<file path="config.mk">
export PLATFORM = sky130hd
export DESIGN_NAME = pmux_pipe_flat
export DESIGN_NICKNAME = d
export VERILOG_FILES = /design/src/rtl/pmux_pipe_if.sv /design/src/rtl/pmux_pipe.sv /design/src/flat_wrapper.sv
export SDC_FILE = /design/constraint.sdc
export NUM_CORES = 1
export LEC_CHECK = 0
export CAP_MARGIN = 25
export CORE_MARGIN = 2
export CORE_UTILIZATION = 30
export DETAILED_ROUTE_END_ITERATION = 8
export MAX_ROUTING_LAYER = met4
export PLACE_DENSITY = 0.69
export RECOVER_POWER = 100
export SYNTH_ARGS = -nofsm -noshare
export SYNTH_HDL_FRONTEND = slang
export SYNTH_SLANG_ARGS = --single-unit
</file>
<file path="constraint.sdc">
create_clock -name clk_i -period 1.8 [get_ports clk_i]
set_clock_uncertainty 0.1 [all_clocks]
set_input_delay 0.18 -clock clk_i [delete_from_list [all_inputs] [get_ports clk_i]]
set_output_delay 0.18 -clock clk_i [all_outputs]
set_load 0.02 [all_outputs]
</file>
<file path="src/rtl/pmux_pipe_if.sv">
// -----------------------------------------------------------------------------
// pmux_pipe_if
// Bundles the pmux_pipe input and output handshake/data signals.
// Signal suffixes (_i/_o) are named from the point of view of the mux.
//   valid_i/ready_o     : input handshake
//   sel_i/data_i        : per-channel select bits and packed channel words
//   default_i           : word delivered when no select bit is set
//   valid_o/ready_i     : output handshake
//   q_o/grant_o         : selected word and one-hot winning channel
// Modports: slave = the mux, master = the block driving and draining it.
// -----------------------------------------------------------------------------
interface pmux_pipe_if #(
    parameter int N_CH  = 8,
    parameter int WIDTH = 16
);
    logic                    valid_i;
    logic                    ready_o;
    logic [N_CH-1:0]         sel_i;
    logic [N_CH*WIDTH-1:0]   data_i;
    logic [WIDTH-1:0]        default_i;
    logic                    valid_o;
    logic                    ready_i;
    logic [WIDTH-1:0]        q_o;
    logic [N_CH-1:0]         grant_o;

    modport slave (
        input  valid_i, sel_i, data_i, default_i, ready_i,
        output ready_o, valid_o, q_o, grant_o
    );

    modport master (
        output valid_i, sel_i, data_i, default_i, ready_i,
        input  ready_o, valid_o, q_o, grant_o
    );
endinterface

</file>
<file path="src/rtl/pmux_pipe.sv">
// -----------------------------------------------------------------------------
// pmux_pipe
// Registered priority multiplexer with a valid/ready output stage and a
// one-entry skid buffer. The winning channel's word and its one-hot grant
// are delivered together; with no select bit set, default_i is delivered
// with an all-zero grant.
//   clk_i  : clock, all state on rising edge
//   rst_ni : asynchronous active-low reset
//   bus    : pmux_pipe_if.slave (input handshake, selects, data, output side)
// Optional feature: define PMUX_PIPE_RR_EN to replace fixed lowest-index
// priority with round-robin arbitration (pointer advances on input accept).
// -----------------------------------------------------------------------------
module pmux_pipe #(
    parameter int N_CH  = 8,
    parameter int WIDTH = 16
) (
    input  logic         clk_i,
    input  logic         rst_ni,
    pmux_pipe_if.slave   bus
);
    typedef struct packed {
        logic [WIDTH-1:0] q;
        logic [N_CH-1:0]  grant;
    } word_t;

    // Lowest set bit of v as a one-hot vector (zero when v is zero).
    function automatic logic [N_CH-1:0] lowest_onehot(input logic [N_CH-1:0] v);
        logic [N_CH-1:0] res;
        res = '0;
        for (int k = N_CH - 1; k >= 0; k--) begin
            if (v[k]) begin
                res    = '0;
                res[k] = 1'b1;
            end
        end
        return res;
    endfunction

    logic            in_acc;
    logic            out_acc;
    logic [N_CH-1:0] grant;
    word_t           new_word;

    word_t out_q, out_d;
    word_t skid_q, skid_d;
    logic  out_valid_q, out_valid_d;
    logic  skid_valid_q, skid_valid_d;

    assign in_acc  = bus.valid_i && !skid_valid_q;
    assign out_acc = out_valid_q && bus.ready_i;

`ifdef PMUX_PIPE_RR_EN
    localparam int PTR_W = $clog2(N_CH);

    logic [PTR_W-1:0] rr_ptr_q, rr_ptr_d;
    logic [N_CH-1:0]  above_ptr;
    logic [N_CH-1:0]  masked_sel;
    logic [PTR_W-1:0] win_idx;

    // Search channels at or above the pointer first; if none is set, the
    // wrapped search reduces to the plain lowest set bit of sel_i.
    always_comb begin
        above_ptr = '0;
        for (int k = 0; k < N_CH; k++) begin
            above_ptr[k] = (k >= int'(rr_ptr_q));
        end
        masked_sel = bus.sel_i & above_ptr;
        grant      = (masked_sel != '0) ? lowest_onehot(masked_sel)
                                        : lowest_onehot(bus.sel_i);
        win_idx = '0;
        for (int k = 0; k < N_CH; k++) begin
            if (grant[k]) win_idx = PTR_W'(k);
        end
    end

    always_comb begin
        rr_ptr_d = rr_ptr_q;
        if (in_acc && (bus.sel_i != '0)) begin
            rr_ptr_d = (int'(win_idx) == N_CH - 1) ? '0 : win_idx + 1'b1;
        end
    end

    always_ff @(posedge clk_i or negedge rst_ni) begin
        if (!rst_ni) rr_ptr_q <= '0;
        else         rr_ptr_q <= rr_ptr_d;
    end
`else
    assign grant = lowest_onehot(bus.sel_i);
`endif

    // grant is one-hot or zero, so an OR-reduction of gated words is exact.
    always_comb begin
        new_word.grant = grant;
        new_word.q     = (grant == '0) ? bus.default_i : '0;
        for (int k = 0; k < N_CH; k++) begin
            if (grant[k]) new_word.q = new_word.q | bus.data_i[k*WIDTH +: WIDTH];
        end
    end

    // NOTE: every always_comb output gets a default first so no path leaves
    // it unassigned, which would otherwise infer a latch.
    always_comb begin
        out_d        = out_q;
        out_valid_d  = out_valid_q;
        skid_d       = skid_q;
        skid_valid_d = skid_valid_q;
        if (!out_valid_q || bus.ready_i) begin
            // Output register is free this cycle. A full skid has priority;
            // in_acc is impossible then because ready_o is low.
            if (skid_valid_q) begin
                out_d        = skid_q;
                out_valid_d  = 1'b1;
                skid_valid_d = 1'b0;
            end else if (in_acc) begin
                out_d       = new_word;
                out_valid_d = 1'b1;
            end else begin
                out_valid_d = 1'b0;
            end
        end else if (in_acc) begin
            // Output stalled: park the new result in the skid.
            skid_d       = new_word;
            skid_valid_d = 1'b1;
        end
    end

    // NOTE: sequential state uses non-blocking assignments so every register
    // samples pre-edge values regardless of statement order.
    // NOTE: the data registers are reset as well as the valid flags, so q_o
    // and grant_o read zero out of reset rather than undefined values.
    always_ff @(posedge clk_i or negedge rst_ni) begin
        if (!rst_ni) begin
            out_q        <= '0;
            skid_q       <= '0;
            out_valid_q  <= 1'b0;
            skid_valid_q <= 1'b0;
        end else begin
            out_q        <= out_d;
            skid_q       <= skid_d;
            out_valid_q  <= out_valid_d;
            skid_valid_q <= skid_valid_d;
        end
    end

    assign bus.ready_o = !skid_valid_q;
    assign bus.valid_o = out_valid_q;
    assign bus.q_o     = out_q.q;
    assign bus.grant_o = out_q.grant;
endmodule

</file>
<file path="src/flat_wrapper.sv">
// flat-port wrapper written by rule: the top's interface ports become plain ports
module pmux_pipe_flat 
#(
    parameter int N_CH  = 8,
    parameter int WIDTH = 16
)
  (clk_i, rst_ni, bus_valid_i, bus_sel_i, bus_data_i, bus_default_i, bus_ready_i, bus_ready_o, bus_valid_o, bus_q_o, bus_grant_o);
  pmux_pipe_if #(.N_CH(N_CH), .WIDTH(WIDTH)) bus_i ();
  input  logic clk_i;
  input  logic rst_ni;
  input wire logic [$bits(bus_i.valid_i)-1:0] bus_valid_i;
  input wire logic [$bits(bus_i.sel_i)-1:0] bus_sel_i;
  input wire logic [$bits(bus_i.data_i)-1:0] bus_data_i;
  input wire logic [$bits(bus_i.default_i)-1:0] bus_default_i;
  input wire logic [$bits(bus_i.ready_i)-1:0] bus_ready_i;
  output wire logic [$bits(bus_i.ready_o)-1:0] bus_ready_o;
  output wire logic [$bits(bus_i.valid_o)-1:0] bus_valid_o;
  output wire logic [$bits(bus_i.q_o)-1:0] bus_q_o;
  output wire logic [$bits(bus_i.grant_o)-1:0] bus_grant_o;
  assign bus_i.valid_i = bus_valid_i;
  assign bus_i.sel_i = bus_sel_i;
  assign bus_i.data_i = bus_data_i;
  assign bus_i.default_i = bus_default_i;
  assign bus_i.ready_i = bus_ready_i;
  assign bus_ready_o = bus_i.ready_o;
  assign bus_valid_o = bus_i.valid_o;
  assign bus_q_o = bus_i.q_o;
  assign bus_grant_o = bus_i.grant_o;
  pmux_pipe #(.N_CH(N_CH), .WIDTH(WIDTH)) u_core (.clk_i(clk_i), .rst_ni(rst_ni), .bus(bus_i));
endmodule
</file>
==> reports/qor.yml <==
placement:
  hpwl_mm: 10.09
  io_buffer_count: 181
  pre_cts_ws_ps: -407.3
  routabilityCongestion: 0.8534
  postPlaceCellArea_um2: 5623
  placed_cells: 707
grt:
  grtUsageTotal_pct: 21.26
  grt-ovfl-total: 0
  grt_pass1_wl_mm: 19.09
  grt_pass1_vias: 3854
  grt_max_degree: 51
  antenna_found_initial: 0
worst_setup_path:
  path_cells: "dlygate4sd2_1 > buf_4 > mux2_2 > mux2i_1 > o22ai_4 > a2111oi_4 > o31ai_1"
  rr_worst_depth: 6
  startpoint_type: "input pin"
  crit_end: "u_core.bus.q_o[9]$_DFFE_PN0P_"
  reg2reg_setup_slack_ps: 150
  r2r-start: "u_core.skid_valid_q$_DFFE_PN0P_"
  cp_num_cells: 7
  slowest_delay_ps: 340
  path_class: "input pin to flip-flop"
  endpoint_kind: "flip-flop"
  critPathSlowestCell: "mux2_2"
  critPathArrivalTime_ps: 1820
  critPathMaxFanout: 4
  reg2reg_to: "u_core.skid_q[18]$_DFFE_PN0P_"
  startpoint: "bus_sel_i[7]"
  cp_num_buf_inv: 2
  required_ps: 1890
  path_delay_family: "multiplexers"
synthesis:
  synth_edf_count: 0
  ys_async_sr_fraction_pct: 100.0
  synth_nets: 528
  yosysTopAreaCell: "dfrtp_1"
  synthTopCellsByArea: "dfrtp_1, a21oi_1, mux2i_1"
  synth_top_family_by_area: "compound AO/OA/AOI/OAI gates"
  synth_mux_area_share_pct: 11.42
  netlist_area_um2: 3329
  synthXorXnorAreaFrac_pct: 0
  syn_avg_cell_area_um2: 8.950
  synth-seq-area-share_pct: 37.58
  ys_warn_count: 0
  synth-compound-area-share_pct: 29.05
  synth_cells: 372
  synth-adder-area-share_pct: 0
  ys_ff_latch: 50
  synth_ff_type: "dfrtp_1"
  yosysUniqueCellTypes: 41
  synth_top_area_share_pct: 37.58
  yosys.area_share.simple_pct: 15.30
die:
  ioPinCount: 182
  die_h_um: 109.3
  design.core.area_um2: 10840
  floorplan.initialDensity_pct: 30.71
  die_w_um: 109.3
  row_count: 38
  fp.dieArea_um2: 11960
timing:
  finalMaxSlewViolations: 0
  max-slew-margin-rel_pct: 24.86
  layout_setup_ws_ps: 66.65
  setup_tns_ps: 0
  finalCritPeriodShare_pct: 96.30
  setup_viol: 0
  worst_pin_slew_ps: 1127
  hold_viol_final: 0
  max_freq_mhz: 576.9
  whs_ps: 281.6
  final.min_clock_period_ps: 1733
route:
  vias: 3803
  routed.top_layer: "met4"
  drtIter0Drc: 199
  ant_nets: 0
  wl_met3_um: 954
  routedWlPerCell_um: 18.24
  drt-total-wl_mm: 13.06
  met1_length_mm: 5.230
  dr.pass1.iters: 5
  wl_met2_mm: 6.594
  drt_drc_violations_left: 0
  routed_via_density: 5.311
finish:
  drive_above_1_share_pct: 17.53
  nets: 732
  fillers: 997
  area_growth_pct: 76.02
  post-route-util_pct: 54.06
  layout_common_cells: "clkdlybuf4s50_1, dfrtp_1, a21oi_1, buf_4, nand2_1"
  final_cells: 716
  fin_area_um2: 5861
  layout_commonest_cell: "clkdlybuf4s50_1"
  diodes: 0
clocking:
  cts_tree: "built"
  cts_made_buffers: 5
  cts_max_level: 2
  clk_pin_slew_ps: 90
  clock-sinks: 50
  root_buffer: "clkbuf_8"
  clock_path_buffers: 2
  clkLatencyLatePin_ps: 300
min_path:
  hold_path.class: "input pin to flip-flop"
  worstHoldStart: "bus_sel_i[0]"
power_and_ir_drop:
  swShare_pct: 31.89
  p_total_mw: 3.500
  leakage_nw: 2.447
  p_comb_share_pct: 41.2
  netSwitchingPower_mw: 1.116
  vdd_drop_max_v: 0.0003609
  pwr_density_cell_nw_per_um2: 597.3
  p_int_mw: 2.384
  p_seq_share_pct: 40.9
  clockPowerShare_pct: 17.9
run_status:
  outcome: "finished, final reports clean"
run:
  cap_viol_max_count: 0
synth_stat cells (2+ instances only):
| library cell | count |
|---|---|
| dfrtp_1 | 50 |
| o21ai_1 | 2 |
| mux2i_1 | 20 |
| o21ai_0 | 12 |
| o31ai_1 | 4 |
| nand3_1 | 13 |
| a22oi_1 | 12 |
| a31oi_1 | 12 |
| nor2_1 | 29 |
| clkbuf_1 | 15 |
| buf_6 | 2 |
| nand2_1 | 30 |
| a22o_1 | 16 |
| nor2b_1 | 17 |
| buf_4 | 4 |
| mux2_2 | 16 |
| inv_1 | 12 |
| buf_2 | 12 |
| o22a_1 | 12 |
| a2111oi_0 | 3 |
| a2111oi_1 | 2 |
| a21oi_1 | 41 |
| nand2b_1 | 2 |
| o22ai_1 | 3 |
| a221oi_1 | 15 |
sequential cells by signal, indices dropped and copies added, names as in the netlist:
| name | cells |
|---|---|
| u_core.bus.q_o | 16 |
| u_core.skid_q | 24 |
| u_core.bus.valid_o | 1 |
| u_core.bus.grant_o | 8 |
| u_core.skid_valid_q | 1 |
metal layers:
layer  vias up  GRT usage (%)
met1      1837          25.67
met2       154          36.68
met4         0          5.696
li1       1790              -
met5         -              -
met3        22          3.675
cell type report:
cell class / instances / area [um2] / share of cell area [%]
Clock buffer: 5 / 68.82 / 1.174
Clock inverter: 2 / 10.01 / 0.1708
Inverter: 13 / 48.80 / 0.8326
Multi-Input combinational cell: 275 / 2028 / 34.61
Sequential cell: 50 / 1251 / 21.35
Tap cell: 140 / 175.2 / 2.989
Timing Repair Buffer: 231 / 2278 / 38.88
worst min path at each step:
stage | endpoint | cells after the start
2_1_floorplan | u_core.bus.grant_o[0]$_DFFE_PN0P_ | 0
3_3_place_gp | u_core.bus.q_o[5]$_DFFE_PN0P_ | 2
3_5_place_dp | u_core.bus.q_o[5]$_DFFE_PN0P_ | 2
4_1_cts | u_core.bus.q_o[5]$_DFFE_PN0P_ | 3
5_1_grt | u_core.skid_q[0]$_DFFE_PN0P_ | 4
6_report | u_core.skid_q[0]$_DFFE_PN0P_ | 4
cell families (layout without fill, tap and decap cells):
group | after synthesis | after routing
simple gates | 101 | 101
compound gates | 138 | 138
flops | 50 | 50
buf+inv | 47 | 251
mux | 36 | 36
what timing repair did:
action,in CTS,in global routing
gates resized for setup,6,28
hold endpoints to repair,50,0
hold buffers,1,0
pin swaps,2,9
setup endpoints to repair,11,26
cloned,1,0
setup buffers,0,0
tightest hold or removal path: stages:
cell            delay, ps
dlymetal6s2s_1        200
buf_4                 180
nand2_1                50
nand2_1                40
power groups by stage:
stage	Clock (mW)	Combinational [mW]	Sequential, mW
after detailed placement	0	1.41	1.45
after floorplan	0	0.507	1.54
after CTS	0.631	1.43	1.43
after global routing	0.681	1.56	1.46
after global placement	0	1.39	1.44
final	0.625	1.44	1.43
(Power assumes the default switching activity.)
